`src/rtl/rot_dma_master.sv`:
```
// rot_dma_master
// AHB-lite bus master fed by core_set in the rotate datapath. It takes one
// burst command at a time and runs it as an INCR burst. Read bursts fill an
// internal data FIFO, and later write bursts drain that FIFO to the rotated
// destination.
//
// Ports
//   I_HCLK, I_HRESET_N        clock, asynchronous active-low reset
//   I_CMD_*                   burst command (valid, address, size, write, count)
//   O_DMA_READY               command handshake back to core_set
//   O_HADDR/HTRANS/HWRITE/
//   O_HSIZE/HBURST/HWDATA     AHB-lite master outputs (registered)
//   I_HRDATA/HREADY/HRESP     AHB-lite slave response
//   O_ERR                     sticky error flag (bus ERROR or oversize command)
//   O_LEVEL                   data FIFO occupancy
module rot_dma_master #(
    parameter int FIFO_DEPTH = 16,
    parameter int LVL_W      = 5
) (
    input  logic             I_HCLK,
    input  logic             I_HRESET_N,
    input  logic             I_CMD_VALID,
    input  logic [31:0]      I_CMD_ADDR,
    input  logic [2:0]       I_CMD_SIZE,
    input  logic             I_CMD_WRITE,
    input  logic [4:0]       I_CMD_COUNT,
    output logic             O_DMA_READY,
    output logic [31:0]      O_HADDR,
    output logic [1:0]       O_HTRANS,
    output logic             O_HWRITE,
    output logic [2:0]       O_HSIZE,
    output logic [2:0]       O_HBURST,
    output logic [31:0]      O_HWDATA,
    input  logic [31:0]      I_HRDATA,
    input  logic             I_HREADY,
    input  logic             I_HRESP,
    output logic             O_ERR,
    output logic [LVL_W-1:0] O_LEVEL
);

    localparam int          PTR_W   = $clog2(FIFO_DEPTH);
    localparam logic [31:0] DEPTH_U = FIFO_DEPTH;

    localparam logic [1:0] TR_IDLE   = 2'b00;
    localparam logic [1:0] TR_NONSEQ = 2'b10;
    localparam logic [1:0] TR_SEQ    = 2'b11;

    typedef enum logic [1:0] {
        ST_IDLE,
        ST_ADDR,
        ST_BURST,
        ST_LAST
    } state_t;

    state_t            state_q, state_d;
    logic [31:0]       haddr_q, haddr_d;
    logic [1:0]        htrans_q, htrans_d;
    logic              hwrite_q, hwrite_d;
    logic [2:0]        hsize_q, hsize_d;
    logic [4:0]        remain_q, remain_d;
    logic              dphase_q, dphase_d;
    logic              dwrite_q, dwrite_d;
    logic              err_q, err_d;
    logic              rdy_en_q, rdy_en_d;
    logic [31:0]       mem_q [FIFO_DEPTH];
    logic [31:0]       mem_d [FIFO_DEPTH];
    logic [PTR_W-1:0]  wr_ptr_q, wr_ptr_d;
    logic [PTR_W-1:0]  rd_ptr_q, rd_ptr_d;
    logic [LVL_W-1:0]  level_q, level_d;

    logic [31:0] cnt32, lvl32, next_addr;
    logic        cmd_exec, push, pop, flush;

    // A command is executable when it either needs no bus activity (zero or
    // oversize count) or the FIFO can supply/absorb every beat of it.
    // Only the payload and internal state feed this, never I_HREADY.
    always_comb begin
        cnt32    = {27'd0, I_CMD_COUNT};
        lvl32    = 32'(level_q);
        cmd_exec = (cnt32 == 32'd0) || (cnt32 > DEPTH_U) ||
                   (I_CMD_WRITE ? (lvl32 >= cnt32) : ((DEPTH_U - lvl32) >= cnt32));
    end

    // rdy_en_q keeps the handshake low until the first clock after reset.
    assign O_DMA_READY = rdy_en_q && (state_q == ST_IDLE) && cmd_exec;
    assign next_addr   = haddr_q + (32'd1 << hsize_q);

    // Burst sequencer: an address phase is accepted on every I_HREADY=1 edge,
    // and its data phase runs in the following cycle(s). An ERROR response
    // withdraws the pending address phase at once and aborts the burst.
    always_comb begin
        state_d  = state_q;
        haddr_d  = haddr_q;
        htrans_d = htrans_q;
        hwrite_d = hwrite_q;
        hsize_d  = hsize_q;
        remain_d = remain_q;
        dphase_d = dphase_q;
        dwrite_d = dwrite_q;
        err_d    = err_q;
        rdy_en_d = 1'b1;
        push     = 1'b0;
        pop      = 1'b0;
        flush    = 1'b0;
        case (state_q)
            ST_IDLE: begin
                if (I_CMD_VALID && O_DMA_READY) begin
                    if (cnt32 > DEPTH_U) begin
                        err_d = 1'b1;
                    end else if (cnt32 != 32'd0) begin
                        state_d  = ST_ADDR;
                        haddr_d  = I_CMD_ADDR;
                        htrans_d = TR_NONSEQ;
                        hwrite_d = I_CMD_WRITE;
                        hsize_d  = I_CMD_SIZE;
                        remain_d = I_CMD_COUNT - 5'd1;
                    end
                end
            end
            default: begin
                if (dphase_q && I_HRESP) begin
                    err_d    = 1'b1;
                    flush    = 1'b1;
                    htrans_d = TR_IDLE;
                    remain_d = 5'd0;
                    state_d  = ST_LAST;
                    if (I_HREADY) begin
                        state_d  = ST_IDLE;
                        dphase_d = 1'b0;
                    end
                end else if (I_HREADY) begin
                    if (dphase_q) begin
                        pop  = dwrite_q;
                        push = !dwrite_q;
                    end
                    if (state_q == ST_LAST) begin
                        state_d  = ST_IDLE;
                        dphase_d = 1'b0;
                    end else begin
                        dphase_d = 1'b1;
                        dwrite_d = hwrite_q;
                        if (remain_q != 5'd0) begin
                            // Crossing a 1KB boundary restarts the burst.
                            haddr_d  = next_addr;
                            htrans_d = (next_addr[9:0] == 10'd0) ? TR_NONSEQ : TR_SEQ;
                            remain_d = remain_q - 5'd1;
                            state_d  = ST_BURST;
                        end else begin
                            htrans_d = TR_IDLE;
                            state_d  = ST_LAST;
                        end
                    end
                end
            end
        endcase
    end

    // Data FIFO: read beats push, write beats pop, ERROR flushes everything.
    always_comb begin
        mem_d    = mem_q;
        wr_ptr_d = wr_ptr_q;
        rd_ptr_d = rd_ptr_q;
        level_d  = level_q;
        if (flush) begin
            wr_ptr_d = '0;
            rd_ptr_d = '0;
            level_d  = '0;
        end else if (push && (lvl32 < DEPTH_U)) begin
            mem_d[wr_ptr_q] = I_HRDATA;
            wr_ptr_d        = wr_ptr_q + PTR_W'(1);
            level_d         = level_q + LVL_W'(1);
        end else if (pop && (level_q != '0)) begin
            rd_ptr_d = rd_ptr_q + PTR_W'(1);
            level_d  = level_q - LVL_W'(1);
        end
    end

    always_ff @(posedge I_HCLK or negedge I_HRESET_N) begin
        if (!I_HRESET_N) begin
            state_q  <= ST_IDLE;
            haddr_q  <= '0;
            htrans_q <= TR_IDLE;
            hwrite_q <= 1'b0;
            hsize_q  <= '0;
            remain_q <= '0;
            dphase_q <= 1'b0;
            dwrite_q <= 1'b0;
            err_q    <= 1'b0;
            rdy_en_q <= 1'b0;
            mem_q    <= '{default: '0};
            wr_ptr_q <= '0;
            rd_ptr_q <= '0;
            level_q  <= '0;
        end else begin
            state_q  <= state_d;
            haddr_q  <= haddr_d;
            htrans_q <= htrans_d;
            hwrite_q <= hwrite_d;
            hsize_q  <= hsize_d;
            remain_q <= remain_d;
            dphase_q <= dphase_d;
            dwrite_q <= dwrite_d;
            err_q    <= err_d;
            rdy_en_q <= rdy_en_d;
            mem_q    <= mem_d;
            wr_ptr_q <= wr_ptr_d;
            rd_ptr_q <= rd_ptr_d;
            level_q  <= level_d;
        end
    end

    assign O_HADDR  = haddr_q;
    assign O_HTRANS = htrans_q;
    assign O_HWRITE = hwrite_q;
    assign O_HSIZE  = hsize_q;
    assign O_HBURST = 3'b001;
    // FIFO head is stable for the whole write data phase; it only moves on pop.
    assign O_HWDATA = mem_q[rd_ptr_q];
    assign O_ERR    = err_q;
    assign O_LEVEL  = level_q;

endmodule

```
`config.mk`:
```
export PLATFORM = sky130hd
export DESIGN_NAME = rot_dma_master
export DESIGN_NICKNAME = d
export VERILOG_FILES = /design/src/rtl/rot_dma_master.sv
export SDC_FILE = /design/constraint.sdc
export NUM_CORES = 1
export LEC_CHECK = 0
export CAP_MARGIN = 40
export CORE_MARGIN = 2
export CORE_UTILIZATION = 45
export DETAILED_ROUTE_END_ITERATION = 7
export PLACE_DENSITY = 0.65
export SLEW_MARGIN = 20
export SYNTH_ARGS = -nofsm -noshare
export SYNTH_HDL_FRONTEND = slang
export SYNTH_SLANG_ARGS = --single-unit
```
`constraint.sdc`:
```
create_clock -name I_HCLK -period 3.18 [get_ports I_HCLK]
set_input_delay 0.954 -clock I_HCLK [delete_from_list [all_inputs] [get_ports I_HCLK]]
set_output_delay 0.954 -clock I_HCLK [all_outputs]
set_load 0.01 [all_outputs]
```
==> results of run 1 <==
## per-layer routing
layer  up-vias  global-route usage (%)  share of wire [%]
li1       8416                       -                  -
met1     10000                    32.2                 44
met2       465                    38.9                 49
met3       140                    4.04                4.7
met4         4                    7.13                2.8
met5         -                       0              0.040
## final cells by class
| class | count | area [um^2] |
|---|---|---|
| Timing Repair Buffer | 384 | 4350 |
| Antenna cell | 1 | 2.50 |
| Clock inverter | 24 | 290 |
| Inverter | 31 | 116 |
| Clock buffer | 87 | 1720 |
| Tap cell | 790 | 988 |
| Sequential cell | 574 | 14400 |
| Multi-Input combinational cell | 1359 | 13300 |
| Fill cell | 4855 | 26200 |
## state kept, by name, summed over array words and instances, names as in the netlist
name / cells
rd_ptr_q: 4
dphase_q: 1
wr_ptr_q: 4
O_HWRITE: 1
O_HTRANS: 2
O_ERR: 1
O_HADDR: 32
state_q: 2
rdy_en_q: 1
dwrite_q: 1
mem_q: 512
remain_q: 5
O_LEVEL: 5
O_HSIZE: 3
## final timing paths
kind	cells after the start	endpoint	start
min	1	mem_q[489]	I_HRESET_N
max in group asynchronous	2	mem_q[158]	I_HRESET_N
min reg2reg	1	mem_q[282]	mem_q[282]
min in group I_HCLK	1	mem_q[282]	mem_q[282]
max	9	O_DMA_READY	I_CMD_COUNT[2]
max reg2reg	16	O_HADDR[9]	O_LEVEL[1]
## timing repair
| action | 4_1_cts | 5_1_grt |
|---|---|---|
| setup buffers | 44 | 18 |
| pin swaps | 73 | 86 |
| gates cloned | 13 | 7 |
| endpoints found under the setup margin | 38 | 75 |
| gates resized for setup | 269 | 133 |
## cells by family after synthesis
group	count (synthesis)	share of synthesized area, %
muxes	713	31.0
DFF	574	51.7
AOI/OAI and AO/OA	316	7.40
and+or+nand+nor	273	4.68
buffers and inverters	198	3.06
adders and majority gates	35	1.61
xor gates and xnor gates	18	0.567
other	2	0.0270
## stage by stage
step | cell area [um^2] | hold slack (ns)
6_report | 35200 | 0.309
5_1_grt | 35200 | 0.338
4_1_cts | 34800 | 0.304
3_5_place_dp | 31700 | 0.477
3_3_place_gp | 31700 | 0.467
2_1_floorplan | 27800 | 0.457
## worst register-to-register path, delay by kind of cell, from the launching register on
kind,cells,cell delay [ns]
adders and majority gates,2,0.37
buffers and inverters,7,0.92
DFF,1,0.36
xor gates and xnor gates,1,0.15
and+or+nand+nor,1,0.06
AOI/OAI and AO/OA,5,1.06
## power by group
part,switching (mW),leakage [nW],internal (mW)
Clock,2.95,0.995,4.23
Sequential,0.806,7.80,8.30
Combinational,3.80,7.30,4.11
Total,7.55,16.1,16.6
## layout by cell type, fill, tap and decap left out, types with 31 or more instances in the layout
cell,n
sky130_fd_sc_hd__buf_6,37
sky130_fd_sc_hd__dfrtp_1,569
sky130_fd_sc_hd__nand2_1,113
sky130_fd_sc_hd__a21oi_1,53
sky130_fd_sc_hd__clkdlybuf4s50_1,120
sky130_fd_sc_hd__mux2_2,519
sky130_fd_sc_hd__mux4_2,64
sky130_fd_sc_hd__o21ai_1,37
sky130_fd_sc_hd__o21ai_0,31
sky130_fd_sc_hd__buf_12,73
sky130_fd_sc_hd__mux2i_1,101
sky130_fd_sc_hd__buf_4,118
sky130_fd_sc_hd__clkbuf_16,64
sky130_fd_sc_hd__nor2_1,39
==> impl_metrics.tcl, run 1 <==
set metrics [dict create \
    most_repeated_library_cell_on_the_critical_path "sky130_fd_sc_hd__o21ai_2" \
    h-tree-depth 2 \
    synthTopCellsByArea "sky130_fd_sc_hd__dfrtp_1 52%, sky130_fd_sc_hd__mux2_2 21%, sky130_fd_sc_hd__mux4_2 5.2%" \
    grt_first_pass_wirelength_mm 117 \
    summed_negative_setup_slack_over_all_endpoints_ns -9.96 \
    setup_repair_after_global_routing_missed_its_margin "yes" \
    placed_cells 3074 \
    vias_per_cell 5.86 \
    final-instance-count-excl-fill 3250 \
    port_buffers 154 \
    antenna_found_initial 4 \
    postLayoutSetupSlackWorst_ns -0.507 \
    cts_made_buffers 60 \
    cp.required_ns 2.23 \
    total_power_mw 24.2 \
    final-max-slew-violation-count 0 \
    final_net_count 2521 \
    worst_setup_hold_path_clk_slew_ns 0.06 \
    synth.cell_area_mm2 0.0278 \
    critPathCaptureType "primary output" \
    wirelength_mm 75.5 \
    insertion_delay_ns 0.63 \
    remaining_drc_errors 0 \
    synth-seq-area-share_pct 51.7 \
    synth_top_cell_by_area "sky130_fd_sc_hd__dfrtp_1" \
    period_minus_slack_ns 3.69 \
    detailroute.via_count 19000 \
    syn_area_per_cell_um2 13.1 \
    core_area_mm2 0.0614 \
    floorplan.initialDensity_pct 45.3 \
    synth-async-reset-ratio_pct 100 \
    maximum_clock_frequency_mhz 271 \
    grt_max_degree 90 \
    drt-initial-drc-count 1250 \
    crit_path_start_kind "primary input" \
    grt_overflow_total 0 \
    gpl.final_weighted_congestion 0.868 \
    critPathSlowestCell "sky130_fd_sc_hd__clkdlybuf4s50_1" \
    powerDensity_mw_per_mm2 688 \
    dominantRegCellSynth "sky130_fd_sc_hd__dfrtp_1" \
    pre_cts_slack_ns -1.04 \
    data_arrival_critical_path_ns 2.73 \
    power_leakage_nw 16.1 \
    timing.critical_path.slowest_cell_delay_ns 0.48 \
    synthTopCellsByCount "574 x sky130_fd_sc_hd__dfrtp_1, 521 x sky130_fd_sc_hd__mux2_2, 131 x sky130_fd_sc_hd__nand2_1" \
    tritoncts "done" \
    io_pins 158 \
    first_global_vias 20000 \
    syn_inst 2129 \
    layout_cell_share_with_drive_strength_beyond_1_pct 45.3 \
    die_h_um 252 \
    worst-path-buf-inv 3 \
    synthesis.yosys.warnings 0 \
    failing_checks "negative setup slack" \
    cts.path.max_buffers 3 \
    numClockSinks 574 \
    grtUsageTotal_pct 23.7 \
    route.detailed.wl_per_inst_um 23.2 \
    hold_fix_buffer_count_after_cts 0 \
    final_setup_vio_count 63 \
    outcome "finished with violations" \
    crit_path_cell_trace "clkdlybuf4s50_1, inv_1, ha_1, a21oi_1, o21ai_2, a31oi_2, o21ai_2, and3_1, buf_2" \
    fp-row-count 91 \
    yosysTopAreaCellShare_pct 51.7 \
    critical-path-top-delay-family "buffers and inverters" \
    vdd_ir_drop_max_mv 0.576 \
    layout_skew_ns 0.0292 \
    die_w_um 252 \
    synthMostInstantiatedCell "sky130_fd_sc_hd__dfrtp_1" \
    area_delta_synth_final_pct 26.6 \
    final_min_period_over_clock_period_pct 116 \
    worstSetupPathType "in2out" \
    synth_seq_cells 574 \
    tightest_slew_ns 0.712 \
    synth.lib_cells_used.distinct 76 \
    postLayoutCoreUtil_pct 57.3 \
    final-hold-violation-count 0 \
    worst_slew_margin_rel_pct 52.1 \
    synth_enable_flop_cells 0 \
    floorplan.die_area_mm2 0.0638 \
    critical_path_peak_fanout 2 \
    clock-root-buffer "sky130_fd_sc_hd__clkbuf_16" \
    worst_hold_path_type "in2async" \
    detail-route-antenna-nets 0 \
    dpl.hpwl_mm 46.8 \
    detailedRoute.firstPassIterationCount 5 \
    timing.max_cap.violations 0 \
    reg2reg_setup_slack_ns 0.16 \
]
Note: power is estimated with default switching activity, not from simulation.
==> run 2: changes to the inputs <==
--- a/config.mk
+++ b/config.mk
@@ -8,6 +8,7 @@
 export CAP_MARGIN = 40
 export CORE_MARGIN = 2
 export CORE_UTILIZATION = 45
+export CTS_CLUSTER_DIAMETER = 40
 export DETAILED_ROUTE_END_ITERATION = 7
 export PLACE_DENSITY = 0.65
 export SLEW_MARGIN = 20
==> impl_metrics.tcl, run 2 (synthesized netlist as in run 1, its figures left out) <==
set metrics [dict create \
    layout_cell_share_with_drive_strength_beyond_1_pct 46.5 \
    placed_cells 3074 \
    wirelength_mm 76.6 \
    crit_path_start_kind "primary input" \
    power.sequential.fraction_pct 32.8 \
    cts_made_buffers 96 \
    critical-path-top-delay-family "buffers and inverters" \
    floorplan.die_area_mm2 0.0638 \
    insertion_delay_ns 0.63 \
    final-max-slew-violation-count 0 \
    grtUsageTotal_pct 24.1 \
    maximum_clock_frequency_mhz 271 \
    power_report.internal_total_mw 19.4 \
    first_global_vias 20500 \
    gpl.final_weighted_congestion 0.868 \
    timing.critical_path.slowest_cell_delay_ns 0.48 \
    antenna_found_initial 4 \
    die_h_um 252 \
    numClockSinks 574 \
    largest_register_ffs 512 \
    postLayoutCoreUtil_pct 59.5 \
    multi_input_gate_area_mm2 0.0133 \
    timing.max_cap.violations 0 \
    dpl-instance-area_mm2 0.0317 \
    remaining_drc_errors 0 \
    design_area_mm2 0.0365 \
    period_minus_slack_ns 3.70 \
    power.net_switching_mw 8.34 \
    clock-root-buffer "sky130_fd_sc_hd__clkbuf_16" \
    grt_max_degree 90 \
    worst_hold_path_type "in2async" \
    final_setup_vio_count 33 \
    die_w_um 252 \
    crit_path_cell_trace "clkdlybuf4s50_1, inv_1, ha_1, a21oi_1, o21ai_2, a31oi_1, o21ai_1, and3_1, buf_2" \
    grt_first_pass_wirelength_mm 119 \
    route.detailed.wl_per_inst_um 23.1 \
    hold_fix_buffer_count_after_cts 0 \
    critPathSlowestCell "sky130_fd_sc_hd__clkdlybuf4s50_1" \
    failing_checks "negative setup slack" \
    power.combinational.fraction_pct 27.9 \
    h-tree-depth 3 \
    io_pins 158 \
    tightest_slew_ns 0.730 \
    detail-route-antenna-nets 0 \
    mostFrequentLayoutCell "sky130_fd_sc_hd__dfrtp_1" \
    final-hold-violation-count 0 \
    floorplan.initialDensity_pct 45.3 \
    tritoncts "done" \
    worstSetupPathType "in2out" \
    detailroute.via_count 19200 \
    power_leakage_nw 16.8 \
    mostFrequentLayoutCells "569 x sky130_fd_sc_hd__dfrtp_1, 519 x sky130_fd_sc_hd__mux2_2, 122 x sky130_fd_sc_hd__buf_4" \
    worst_slew_margin_rel_pct 50.9 \
    grt_overflow_total 0 \
    area_delta_synth_final_pct 31.4 \
    final_net_count 2548 \
    postLayoutSetupSlackWorst_ns -0.516 \
    setup_repair_after_global_routing_missed_its_margin "yes" \
    powerDensity_mw_per_mm2 760 \
    worst-path-buf-inv 3 \
    critical_path_peak_fanout 2 \
    dpl.hpwl_mm 46.8 \
    pre_cts_slack_ns -1.04 \
    vdd_ir_drop_max_mv 0.558 \
    layout_skew_ns 0.0280 \
    final-instance-count-excl-fill 3309 \
    summed_negative_setup_slack_over_all_endpoints_ns -8.45 \
    outcome "finished with violations" \
    largest-register "mem_q" \
    data_arrival_critical_path_ns 2.74 \
    final_min_period_over_clock_period_pct 116 \
    worst_setup_hold_path_clk_slew_ns 0.05 \
    core_area_mm2 0.0614 \
    drt-initial-drc-count 1135 \
    nFillCells 4661 \
    cp.required_ns 2.23 \
    power.share.clock_pct 39.3 \
    fp-row-count 91 \
    critPathCaptureType "primary output" \
    vias_per_cell 5.79 \
    port_buffers 154 \
    detailedRoute.firstPassIterationCount 5 \
    sw_ratio_pct 30.1 \
    cts.path.max_buffers 3 \
    seqCellArea_mm2 0.0144 \
]
run 2: cell types whose count changed in the layout (fill, tap and decap cells not counted), moves of 7 or more:
cell,previous run,this run
sky130_fd_sc_hd__clkbuf_16,64,102
sky130_fd_sc_hd__inv_6,1,14
sky130_fd_sc_hd__buf_12,73,61
sky130_fd_sc_hd__clkinvlp_4,2,14
sky130_fd_sc_hd__buf_16,1,11
sky130_fd_sc_hd__buf_6,37,28
sky130_fd_sc_hd__clkbuf_1,15,6
sky130_fd_sc_hd__bufinv_16,6,13
run 2: worst reg2reg max path, cell delays in order, from the launching register on:
cell	delay, ns
sky130_fd_sc_hd__dfrtp_1	0.51
sky130_fd_sc_hd__nor3b_1	0.39
sky130_fd_sc_hd__ha_1	0.32
sky130_fd_sc_hd__a211o_1	0.34
sky130_fd_sc_hd__a211oi_1	0.34
sky130_fd_sc_hd__o21a_1	0.39
sky130_fd_sc_hd__nor4_1	0.09
sky130_fd_sc_hd__a31o_2	0.26
sky130_fd_sc_hd__a211oi_2	0.20
run 2: power groups by stage:
stage          registers (mW)  logic [mW]  clock network [mW]
2_1_floorplan            9.02        4.24                   0
3_3_place_gp             9.13        7.00                   0
3_5_place_dp             9.19        7.17                   0
4_1_cts                  9.09        7.57                11.1
5_1_grt                  9.24        8.36                11.4
6_report                 9.11        7.73                10.9
run 2: cell type report:
class                      count  share of cell area [%]
antenna                        1                 0.00685
clock buffer                 118                    7.30
clock inverter                61                    2.13
inverter                      31                   0.319
multi-input combinational   1359                    36.3
sequential                   574                    39.4
tap                          790                    2.71
timing repair buffer         375                    11.8
run 2: metal layers:
layer	share of wire (%)	wire, um	track usage (%)
met1	43	33100	32.2
met4	2.6	1980	7.37
met3	5.1	3940	4.85
met2	49	37500	39.7
met5	0.039	30	0
run 2: path summary, 6_finish.rpt:
check	startpoint	end	slack [ns]	cells past startpoint
worst max-delay path	I_CMD_COUNT[2]	O_DMA_READY	-0.52	9
worst min-delay path	I_HRESET_N	mem_q[489]	0.31	1
worst max register to register	O_HSIZE[0]	O_HADDR[31]	0.26	8
worst min register to register	mem_q[285]	mem_q[285]	0.48	1
max in group asynchronous	I_HRESET_N	mem_q[345]	1.92	2
min in group I_HCLK	mem_q[285]	mem_q[285]	0.48	1
run 2: repair_timing:
item,CTS,global route
setup buffers,35,15
cloned,13,4
pin swaps,85,65
resized for setup,280,102
setup endpoints to repair,36,69
run 2: per-stage QoR:
step                power [mW]  hold WS (ns)
finish                    27.7         0.311
global route              29.0         0.333
CTS                       27.7         0.307
detailed placement        16.4         0.477
global placement          16.1         0.467
floorplan                 13.3         0.457
